**config.mk**
```make
export PLATFORM = sky130hd
export DESIGN_NAME = conv_kernel_scheduler
export DESIGN_NICKNAME = d
export VERILOG_FILES = /design/src/rtl/conv_sched_pkg.sv /design/src/rtl/kernel_bank.sv /design/src/rtl/conv_kernel_scheduler.sv
export SDC_FILE = /design/constraint.sdc
export NUM_CORES = 1
export LEC_CHECK = 0
export BUFFER_PORTS_ARGS = -buffer_cell sky130_fd_sc_hd__buf_4
export CAP_MARGIN = 20
export CORE_UTILIZATION = 37
export CTS_BUF_LIST = sky130_fd_sc_hd__clkbuf_4 sky130_fd_sc_hd__clkbuf_8
export CTS_CLUSTER_DIAMETER = 120
export CTS_CLUSTER_SIZE = 20
export DETAILED_ROUTE_END_ITERATION = 10
export MAX_ROUTING_LAYER = met4
export PLACE_DENSITY_LB_ADDON = 0.3
export SYNTH_ARGS = -nofsm -noshare
export SYNTH_HDL_FRONTEND = slang
export SYNTH_SLANG_ARGS = --single-unit
```
**constraint.sdc**
```tcl
create_clock -name clk -period 20.9 [get_ports clk]
set_input_delay 4.18 -clock clk [delete_from_list [all_inputs] [get_ports clk]]
set_output_delay 4.18 -clock clk [all_outputs]
set_load 0.02 [all_outputs]
```
**src/rtl/conv_sched_pkg.sv**
```systemverilog
// Shared types and constants for the convolution kernel scheduler.
// Kernel geometry, coefficient width and bank depth are fixed here for every user of the package.
package conv_sched_pkg;

    localparam int W           = 8;
    localparam int KERNEL_H    = 3;
    localparam int KERNEL_W    = 3;
    localparam int NUM_KERNELS = 4;

    localparam int SEL_W  = $clog2(NUM_KERNELS);
    localparam int PASS_W = SEL_W + 1;
    localparam int ROW_W  = $clog2(KERNEL_H);
    localparam int COL_W  = $clog2(KERNEL_W);

    typedef enum logic [1:0] {
        IDLE = 2'd0,
        LOAD = 2'd1,
        RUN  = 2'd2
    } state_t;

    typedef logic signed [W-1:0] kernel_t [KERNEL_H][KERNEL_W];

    // A request of zero passes still runs one kernel; longer requests saturate at the bank depth.
    function automatic logic [PASS_W-1:0] clamp_passes(input logic [PASS_W-1:0] n);
        if (n == '0) begin
            return PASS_W'(1);
        end
        if (int'(n) > NUM_KERNELS) begin
            return PASS_W'(NUM_KERNELS);
        end
        return n;
    endfunction

endpackage

```
**src/rtl/kernel_bank.sv**
```systemverilog
// Coefficient bank: range-checked register-style write port and a combinational
// read of one whole kernel entry.
module kernel_bank
    import conv_sched_pkg::*;
(
    input  logic                clk,
    input  logic                rst,
    input  logic                cfg_we,
    input  logic [SEL_W-1:0]    cfg_sel,
    input  logic [ROW_W-1:0]    cfg_row,
    input  logic [COL_W-1:0]    cfg_col,
    input  logic signed [W-1:0] cfg_data,
    output logic                cfg_err,
    input  logic [SEL_W-1:0]    rd_sel,
    output kernel_t             rd_kernel
);

    kernel_t bank_q [NUM_KERNELS];
    kernel_t bank_d [NUM_KERNELS];
    logic    cfg_err_q, cfg_err_d;
    logic    addr_ok;

    always_comb begin
        addr_ok   = (int'(cfg_sel) < NUM_KERNELS) &&
                    (int'(cfg_row) < KERNEL_H) &&
                    (int'(cfg_col) < KERNEL_W);
        bank_d    = bank_q;
        cfg_err_d = 1'b0;
        if (cfg_we) begin
            if (addr_ok) begin
                bank_d[cfg_sel][cfg_row][cfg_col] = cfg_data;
            end else begin
                cfg_err_d = 1'b1;
            end
        end
    end

    always_ff @(posedge clk or posedge rst) begin
        if (rst) begin
            for (int k = 0; k < NUM_KERNELS; k++) begin
                for (int r = 0; r < KERNEL_H; r++) begin
                    for (int c = 0; c < KERNEL_W; c++) begin
                        bank_q[k][r][c] <= '0;
                    end
                end
            end
            cfg_err_q <= 1'b0;
        end else begin
            bank_q    <= bank_d;
            cfg_err_q <= cfg_err_d;
        end
    end

    // Readers sample the pre-edge contents, so a same-edge write never leaks into a copy.
    assign rd_kernel = bank_q[rd_sel];
    assign cfg_err   = cfg_err_q;

endmodule

```
**src/rtl/conv_kernel_scheduler.sv**
```systemverilog
// Frame-level controller in front of the 2D convolution filter: gates the pixel
// stream, rotates the active kernel at frame boundaries and reports frame completion.
module conv_kernel_scheduler
    import conv_sched_pkg::*;
#(
    parameter int IMG_WIDTH  = 640,
    parameter int IMG_HEIGHT = 480
) (
    input  logic                clk,
    input  logic                rst,
    input  logic                enable,
    input  logic [PASS_W-1:0]   num_passes,
    input  logic                cfg_we,
    input  logic [SEL_W-1:0]    cfg_sel,
    input  logic [ROW_W-1:0]    cfg_row,
    input  logic [COL_W-1:0]    cfg_col,
    input  logic signed [W-1:0] cfg_data,
    output logic                cfg_err,
    input  logic                s_valid,
    output logic                s_ready,
    input  logic [W-1:0]        s_data,
    output logic                f_x_valid,
    input  logic                f_x_ready,
    output logic [W-1:0]        f_x_data,
    output kernel_t             kernel,
    input  logic                f_y_valid,
    input  logic                f_y_ready,
    output logic                busy,
    output logic [SEL_W-1:0]    pass_idx,
    output logic                frame_done
);

    localparam int FRAME_PIX = IMG_WIDTH * IMG_HEIGHT;
    localparam int CNT_W     = (FRAME_PIX > 1) ? $clog2(FRAME_PIX) : 1;
    localparam logic [CNT_W-1:0] LAST_PIX = CNT_W'(FRAME_PIX - 1);

    state_t            state_q, state_d;
    logic [SEL_W-1:0]  pass_idx_q, pass_idx_d;
    logic [PASS_W-1:0] passes_q, passes_d;
    logic [CNT_W-1:0]  in_cnt_q, in_cnt_d;
    logic [CNT_W-1:0]  out_cnt_q, out_cnt_d;
    logic              frame_done_q, frame_done_d;
    kernel_t           kernel_q, kernel_d;

    kernel_t           bank_rd;
    logic [SEL_W-1:0]  rd_sel, next_idx;
    logic [PASS_W-1:0] idx_inc;
    logic              running, in_hs, out_hs;

    kernel_bank u_bank (
        .clk       (clk),
        .rst       (rst),
        .cfg_we    (cfg_we),
        .cfg_sel   (cfg_sel),
        .cfg_row   (cfg_row),
        .cfg_col   (cfg_col),
        .cfg_data  (cfg_data),
        .cfg_err   (cfg_err),
        .rd_sel    (rd_sel),
        .rd_kernel (bank_rd)
    );

    assign running   = (state_q == RUN);
    assign s_ready   = f_x_ready && running;
    assign f_x_valid = s_valid && running;
    assign f_x_data  = s_data;
    assign in_hs     = s_valid && s_ready;
    assign out_hs    = f_y_valid && f_y_ready;

    assign idx_inc  = {1'b0, pass_idx_q} + PASS_W'(1);
    assign next_idx = (idx_inc >= passes_q) ? '0 : idx_inc[SEL_W-1:0];
    assign rd_sel   = (state_q == LOAD) ? '0 : next_idx;

    always_comb begin
        state_d    = state_q;
        pass_idx_d = pass_idx_q;
        passes_d   = passes_q;
        in_cnt_d   = in_cnt_q;
        kernel_d   = kernel_q;
        unique case (state_q)
            IDLE: begin
                if (enable) begin
                    state_d = LOAD;
                end
            end
            LOAD: begin
                kernel_d   = bank_rd;
                pass_idx_d = '0;
                passes_d   = clamp_passes(num_passes);
                in_cnt_d   = '0;
                state_d    = RUN;
            end
            RUN: begin
                if (in_hs) begin
                    if (in_cnt_q == LAST_PIX) begin
                        // Frame boundary: the next frame's first pixel already sees the new kernel.
                        in_cnt_d   = '0;
                        pass_idx_d = next_idx;
                        kernel_d   = bank_rd;
                        if (!enable) begin
                            state_d = IDLE;
                        end
                    end else begin
                        in_cnt_d = in_cnt_q + CNT_W'(1);
                    end
                end
            end
            default: begin
                state_d = IDLE;
            end
        endcase
    end

    // Output side keeps counting in every state so late filter results still close the frame.
    always_comb begin
        out_cnt_d    = out_cnt_q;
        frame_done_d = 1'b0;
        if (out_hs) begin
            if (out_cnt_q == LAST_PIX) begin
                out_cnt_d    = '0;
                frame_done_d = 1'b1;
            end else begin
                out_cnt_d = out_cnt_q + CNT_W'(1);
            end
        end
    end

    always_ff @(posedge clk or posedge rst) begin
        if (rst) begin
            state_q      <= IDLE;
            pass_idx_q   <= '0;
            passes_q     <= '0;
            in_cnt_q     <= '0;
            out_cnt_q    <= '0;
            frame_done_q <= 1'b0;
            for (int r = 0; r < KERNEL_H; r++) begin
                for (int c = 0; c < KERNEL_W; c++) begin
                    kernel_q[r][c] <= '0;
                end
            end
        end else begin
            state_q      <= state_d;
            pass_idx_q   <= pass_idx_d;
            passes_q     <= passes_d;
            in_cnt_q     <= in_cnt_d;
            out_cnt_q    <= out_cnt_d;
            frame_done_q <= frame_done_d;
            kernel_q     <= kernel_d;
        end
    end

    assign kernel     = kernel_q;
    assign busy       = (state_q != IDLE);
    assign pass_idx   = pass_idx_q;
    assign frame_done = frame_done_q;

endmodule

```
Word-level counts from Yosys, hierarchy flattened
Cells that the tools add are included.
{ "word_totals": {"register_bits": 407, "input_bits": 33, "out_inout_bits": 87} }
{ "classes": {"add_sub_neg": 3, "n_lt_le_gt_ge": 11, "n_eq_ne": 8, "mux": 40, "bitwise_logic": 4, "n_reduce_logical": 16} }
{ "ops": {"columns": ["operator", "count"], "rows": [
  ["$mux 72", 5],
  ["$bwmux 288", 1],
  ["$bmux 72 s2", 1],
  ["$demux 72 s2", 1],
  ["$pmux 72 s2", 1],
  ["$mux 19", 3],
  ["$demux 24 s2", 1],
  ["$add 19x1->19 const B", 2],
  ["$eq 19x19->1 const B", 2],
  ["$pmux 19 s2", 1],
  ["$mux 24", 1],
  ["$demux 8 s2", 1],
  ["$mux 2", 8],
  ["$ge 3x3->1 const B", 4],
  ["$mux 3", 4],
  ["$not 2->3", 4],
  ["$lt 3x1->1 const B", 3],
  ["$mux 1", 9],
  ["$logic_and 1x1->1", 8],
  ["$mux 8", 1],
  ["$pmux 2 s3", 1],
  ["$lt 2x2->1 const B", 2],
  ["$ne 2x1->1 const B", 2],
  ["$ne 2x2->1 const B", 2],
  ["12 further kinds", 14]
]} }

Depth between registers and ports, before layout
{ "logic_depth": {"depth_word": 11, "depth_mapped": 8} }

By module
Synthesis repeated with hierarchy kept, for this count alone.
{ "hier_totals": {"cells_unflattened": 1182, "area_unflattened_um2": 17954.7} }
{ "modules_own_cells": {"columns": ["module", "instances", "cells_per_inst", "area_each_um2", "seq_area_each_um2"], "rows": [
  ["kernel_bank", 1, 761, 12782.3, 7231.9],
  ["conv_kernel_scheduler", 1, 421, 5172.5, 2952.8]
]} }

Worst setup path after synthesis
No wires, ideal clock.
{ "synth_path": {"kind": "input-to-output", "startpoint": "input s_valid", "endpoint": "output f_x_valid", "arrival_ns": 4.494, "t_required_ns": 16.720, "path_slack_ns": 12.226, "cell_stages": 2, "n_path_buf": 0, "cell_sequence": "inv_1 nor2_1"} }
{ "synth_via": {"elab_chain_len": 1} }
{ "synth_rtl": {"columns": ["item", "line_no", "text"], "rows": [
  ["from (decl)", "conv_kernel_scheduler.sv:19", "input logic s_valid,"],
  ["$logic_and 1x1->1", "conv_kernel_scheduler.sv:65", "assign f_x_valid = s_valid && running;"],
  ["to (decl)", "conv_kernel_scheduler.sv:22", "output logic f_x_valid,"]
]} }
Every way passes these cells.

Worst setup path after layout
{ "layout_path": {"startpoint": "input f_x_ready", "endpoint": "output s_ready"} }
{ "layout_via": {"elab_chain_len": 1} }
{ "layout_rtl": {"columns": ["item", "line_no", "text"], "rows": [
  ["from (decl)", "conv_kernel_scheduler.sv:23", "input logic f_x_ready,"],
  ["$logic_and 1x1->1", "conv_kernel_scheduler.sv:64", "assign s_ready = f_x_ready && running;"],
  ["to (decl)", "conv_kernel_scheduler.sv:20", "output logic s_ready,"]
]} }
Every way passes these cells.

==> qor.log <==
qor: clock_tree.post_cts.repair.setup_buffers 0
qor: die.fp.dieW 229 um
qor: clock_tree.clk_root_buffer_cell sky130_fd_sc_hd__clkbuf_8
qor: die.initial_core_util 37.7%
qor: timing.fmaxAchievable 0.114 GHz
qor: yosys.synth_seq_area_share 53.5%
qor: global_route.number_of_global_route_vias_before_repair 12800
qor: clock_tree.cts_inserted_buffers 24
qor: die.die_h 229 um
qor: power.switching_share 37.0%
qor: global_route.global_route_wire_length_before_repair 77.2 mm
qor: routing.via_per_inst 5.67
qor: min_path.class_of_the_most_critical_hold_timing_path flop to flop
qor: setup_path.timing.critical_path.to_type primary output
qor: die.top_level_ports 120
qor: power.internal-power 0.00129 W
qor: die.number_of_placement_rows 82
qor: yosys.synth_compound_area_share 11.2%
qor: global_route.antenna_found_initial 3
qor: clock_tree.clock_edge_transition_at_the_registers_on_the_reported_setup_and_hold_paths 110 ps
qor: setup_path.critPathLaunchType primary input
qor: yosys.synth_nets 1639
qor: global_route.grt_max_degree 186
qor: final_layout.final_cell_area 20600 um2
qor: power.total_leakage_power 9.21 nW
qor: min_path.timing.hold.worst_path_depth 1
qor: clock_tree.cts_resized 0
qor: clock_tree.cts-htree-levels 1
qor: power.share_seq_of_total_power 48.5%
qor: timing.finalCritPeriodShare 41.8%
qor: clock_tree.sinks_on_clock_net 407
qor: die.placeableCoreArea 50500 um2
qor: clock_tree.cts_max_path_buffers 3
qor: clock_tree.clock_insertion_delay_worst_skew 630 ps
qor: setup_path.criticalPathCategory primary input to primary output
qor: routing.drt_iter0_drc 1014
qor: setup_path.critical_path_arrival 4560 ps
qor: routing.routed-via-count 13000
qor: setup_path.timing.reg2reg.worst_path_depth 7
qor: routing.route.detailed.wl_per_inst 21.3 um
qor: yosys.synth_top_cell_area_share 53.5%
qor: run_status.outcome complete, no violations
qor: final_layout.layout_commonest_cell sky130_fd_sc_hd__dfrtp_1
qor: timing.timing.final.hold_violations 0
qor: power.p_per_area 99.1 nW/um2
qor: setup_path.timing.critical_path.cells buf_4 -> inv_1 -> nor2_1 -> buf_4
qor: power.ir_drop 78.8 uV
qor: routing.routed_wl 48.7 mm
qor: timing.final-max-slew-violation-count 0
qor: timing.grt_setup_unrepaired false
qor: setup_path.maximum_fanout_encountered_on_the_critical_timing_path 3
qor: place.port_buffers 103
qor: final_layout.postLayoutCoreUtil 40.9%
qor: setup_path.critical_path_most_common_cell sky130_fd_sc_hd__buf_4
qor: place.gpl.final_weighted_congestion 0.831
qor: timing.setup_tns 0 ps
qor: final_layout.filler_free_cell_count_of_the_finished_design 2288
qor: routing.final_antenna_net_count 0
qor: yosys.synth_edf_count 0
qor: run.maxCapViolations 0
qor: yosys.synth_top_family_by_area multiplexers
qor: timing.hold_slack 497 ps
qor: die.die_area 52300 um2
qor: setup_path.cpMaxStageDelayCell sky130_fd_sc_hd__buf_4
qor: power.power.net_switching 0.000757 W
qor: yosys.synth_mux_area_share 21.0%
qor: yosys.synth_xor_area_share 0.829%
qor: yosys.synth-async-reset-ratio 100%
qor: final_layout.layout_overhead_on_the_synthesized_area 8.48%
qor: final_layout.most-common-layout-cells 406 x sky130_fd_sc_hd__dfrtp_1, 289 x sky130_fd_sc_hd__mux2_2, 155 x sky130_fd_sc_hd__a21oi_1, 119 x sky130_fd_sc_hd__buf_4, 85 x sky130_fd_sc_hd__nand3_1
qor: timing.fin_crit 8740 ps
qor: routing.drc_errors 0
qor: clock_tree.ctsHoldBuffers 0
qor: yosys.synth_adder_area_share 0.395%
qor: yosys.gate_count_after_technology_mapping 1600
qor: place.place_hpwl 28.8 mm
qor: yosys.post_synth_cell_types 48
qor: yosys.synth_simple_gate_area_share 9.58%
qor: global_route.grtUsageTotal 19.1%
qor: yosys.ys_top_cells_by_area sky130_fd_sc_hd__dfrtp_1 54%, sky130_fd_sc_hd__mux2_2 17%, sky130_fd_sc_hd__a21oi_1 4.1%
qor: setup_path.slowest_delay 150 ps
qor: yosys.ys.flop_type sky130_fd_sc_hd__dfrtp_1
qor: timing.max_transition_margin 30.2%
qor: yosys.combined_area_of_all_synthesized_cells 19000 um2
qor: global_route.globalRoute.totalOverflow 0
qor: routing.drt_pre_antenna_iters 5
qor: yosys.mean_cell_area_of_the_mapped_netlist 11.9 um2
qor: yosys.yosys_register_bits 407
qor: power.share_clk_of_total_power 17.3%
qor: place.placed_cells_incl_taps 2257
qor: timing.max_slew.worst_pin.slew 1050 ps
qor: yosys.cell_accounting_for_the_most_synthesized_area sky130_fd_sc_hd__dfrtp_1
qor: final_layout.drive_gt1_share 28.6%
qor: clock_tree.tritoncts yes
qor: setup_path.worstPathRequired 16720 ps
qor: power.p_comb_share 34.2%
qor: timing.finalSetupViolations 0
qor: place.postPlaceCellArea 20200 um2
qor: timing.skew 40.2 ps
qor: yosys.yosysWarningCount 0
qor: final_layout.final_nets 1651
logic make-up (layout without fill, tap and decap cells):
group	Yosys count	after routing
other cells	0	3
fa+ha+maj	6	6
flops	407	407
simple gates	316	316
xor+xnor	18	18
compound gates	342	342
mux	364	364
buf+inv	147	160
Yosys cell counts, types with 2 or more instances:
library cell and count:
sky130_fd_sc_hd__o21a_1 2, sky130_fd_sc_hd__nor3_1 8, sky130_fd_sc_hd__o31ai_1 78, sky130_fd_sc_hd__dfrtp_1 407, sky130_fd_sc_hd__buf_4 8, sky130_fd_sc_hd__xor2_1 6, sky130_fd_sc_hd__xnor2_1 12, sky130_fd_sc_hd__nor2_1 27
sky130_fd_sc_hd__nor4_1 3, sky130_fd_sc_hd__and2_1 4, sky130_fd_sc_hd__clkbuf_1 99, sky130_fd_sc_hd__ha_1 6, sky130_fd_sc_hd__nor3_2 3, sky130_fd_sc_hd__nand2b_1 9, sky130_fd_sc_hd__nand2_2 7, sky130_fd_sc_hd__or2_2 2
sky130_fd_sc_hd__nor2b_1 5, sky130_fd_sc_hd__mux2_2 289, sky130_fd_sc_hd__buf_6 8, sky130_fd_sc_hd__o211ai_1 75, sky130_fd_sc_hd__buf_1 11, sky130_fd_sc_hd__and3_1 5, sky130_fd_sc_hd__nand2_1 47, sky130_fd_sc_hd__mux2i_1 75
sky130_fd_sc_hd__nor4b_1 2, sky130_fd_sc_hd__a21oi_1 156, sky130_fd_sc_hd__or3_1 8, sky130_fd_sc_hd__nand3b_1 73, sky130_fd_sc_hd__nand3_1 85, sky130_fd_sc_hd__or4_1 6, sky130_fd_sc_hd__nand4_1 11, sky130_fd_sc_hd__and4_1 5
sky130_fd_sc_hd__a211oi_1 3, sky130_fd_sc_hd__a22o_1 2, sky130_fd_sc_hd__inv_1 12, sky130_fd_sc_hd__o21ai_0 21, sky130_fd_sc_hd__buf_2 9
worst paths after layout:
check	startpoint	end	slack (ps)
min	out_cnt_q[18]	out_cnt_q[18]	500
max in group asynchronous	rst	kernel[58]	15870
min reg2reg	out_cnt_q[18]	out_cnt_q[18]	500
max reg2reg	pass_idx[0]	kernel[0]	17230
min in group asynchronous	rst	out_cnt_q[8]	3590
max	f_x_ready	s_ready	12160
routing by layer:
| layer | wire, um | track usage (%) | vias up |
|---|---|---|---|
| li1 | - | - | 5883 |
| met1 | 22500 | 26.1 | 6794 |
| met2 | 23500 | 30.7 | 239 |
| met3 | 1930 | 2.13 | 48 |
| met4 | 738 | 3.92 | 0 |
| met5 | 0 | - | - |
power groups by stage:
stage                     clock, W  sequential (W)  combinational (W)
after global placement           0         0.00100           0.000690
after floorplan                  0         0.00104           0.000413
after CTS                 0.000369        0.000991           0.000703
final                     0.000354        0.000991           0.000700
after global routing      0.000394         0.00101           0.000765
after detailed placement         0         0.00101           0.000700
flip-flops by register name (all words and copies together), names as in the netlist:
name / flops
u_bank.bank_q: 288
kernel: 72
in_cnt_q: 19
out_cnt_q: 19
passes_q: 3
pass_idx: 2
state_q: 2
frame_done: 1
u_bank.cfg_err: 1
area by class of cell:
class | instances | area (um2)
Tap cell | 672 | 841
Inverter | 12 | 52.6
Fill cell | 4832 | 29800
Clock inverter | 1 | 16.3
Timing Repair Buffer | 121 | 941
Sequential cell | 407 | 10200
Antenna cell | 3 | 7.51
Clock buffer | 26 | 352
Multi-Input combinational cell | 1046 | 8240
worst max-delay path: cells and delay by family:
| family | cells | cell delay (ps) |
|---|---|---|
| and+or+nand+nor | 1 | 110 |
| buffers and inverters | 3 | 270 |
stage by stage:
stage	total power, W	setup WS [ps]
floorplan	0.00146	5400
global placement	0.00169	12170
detailed placement	0.00171	12150
CTS	0.00206	12150
global route	0.00217	12130
finish	0.00204	12160
(Power assumes the default switching activity.)
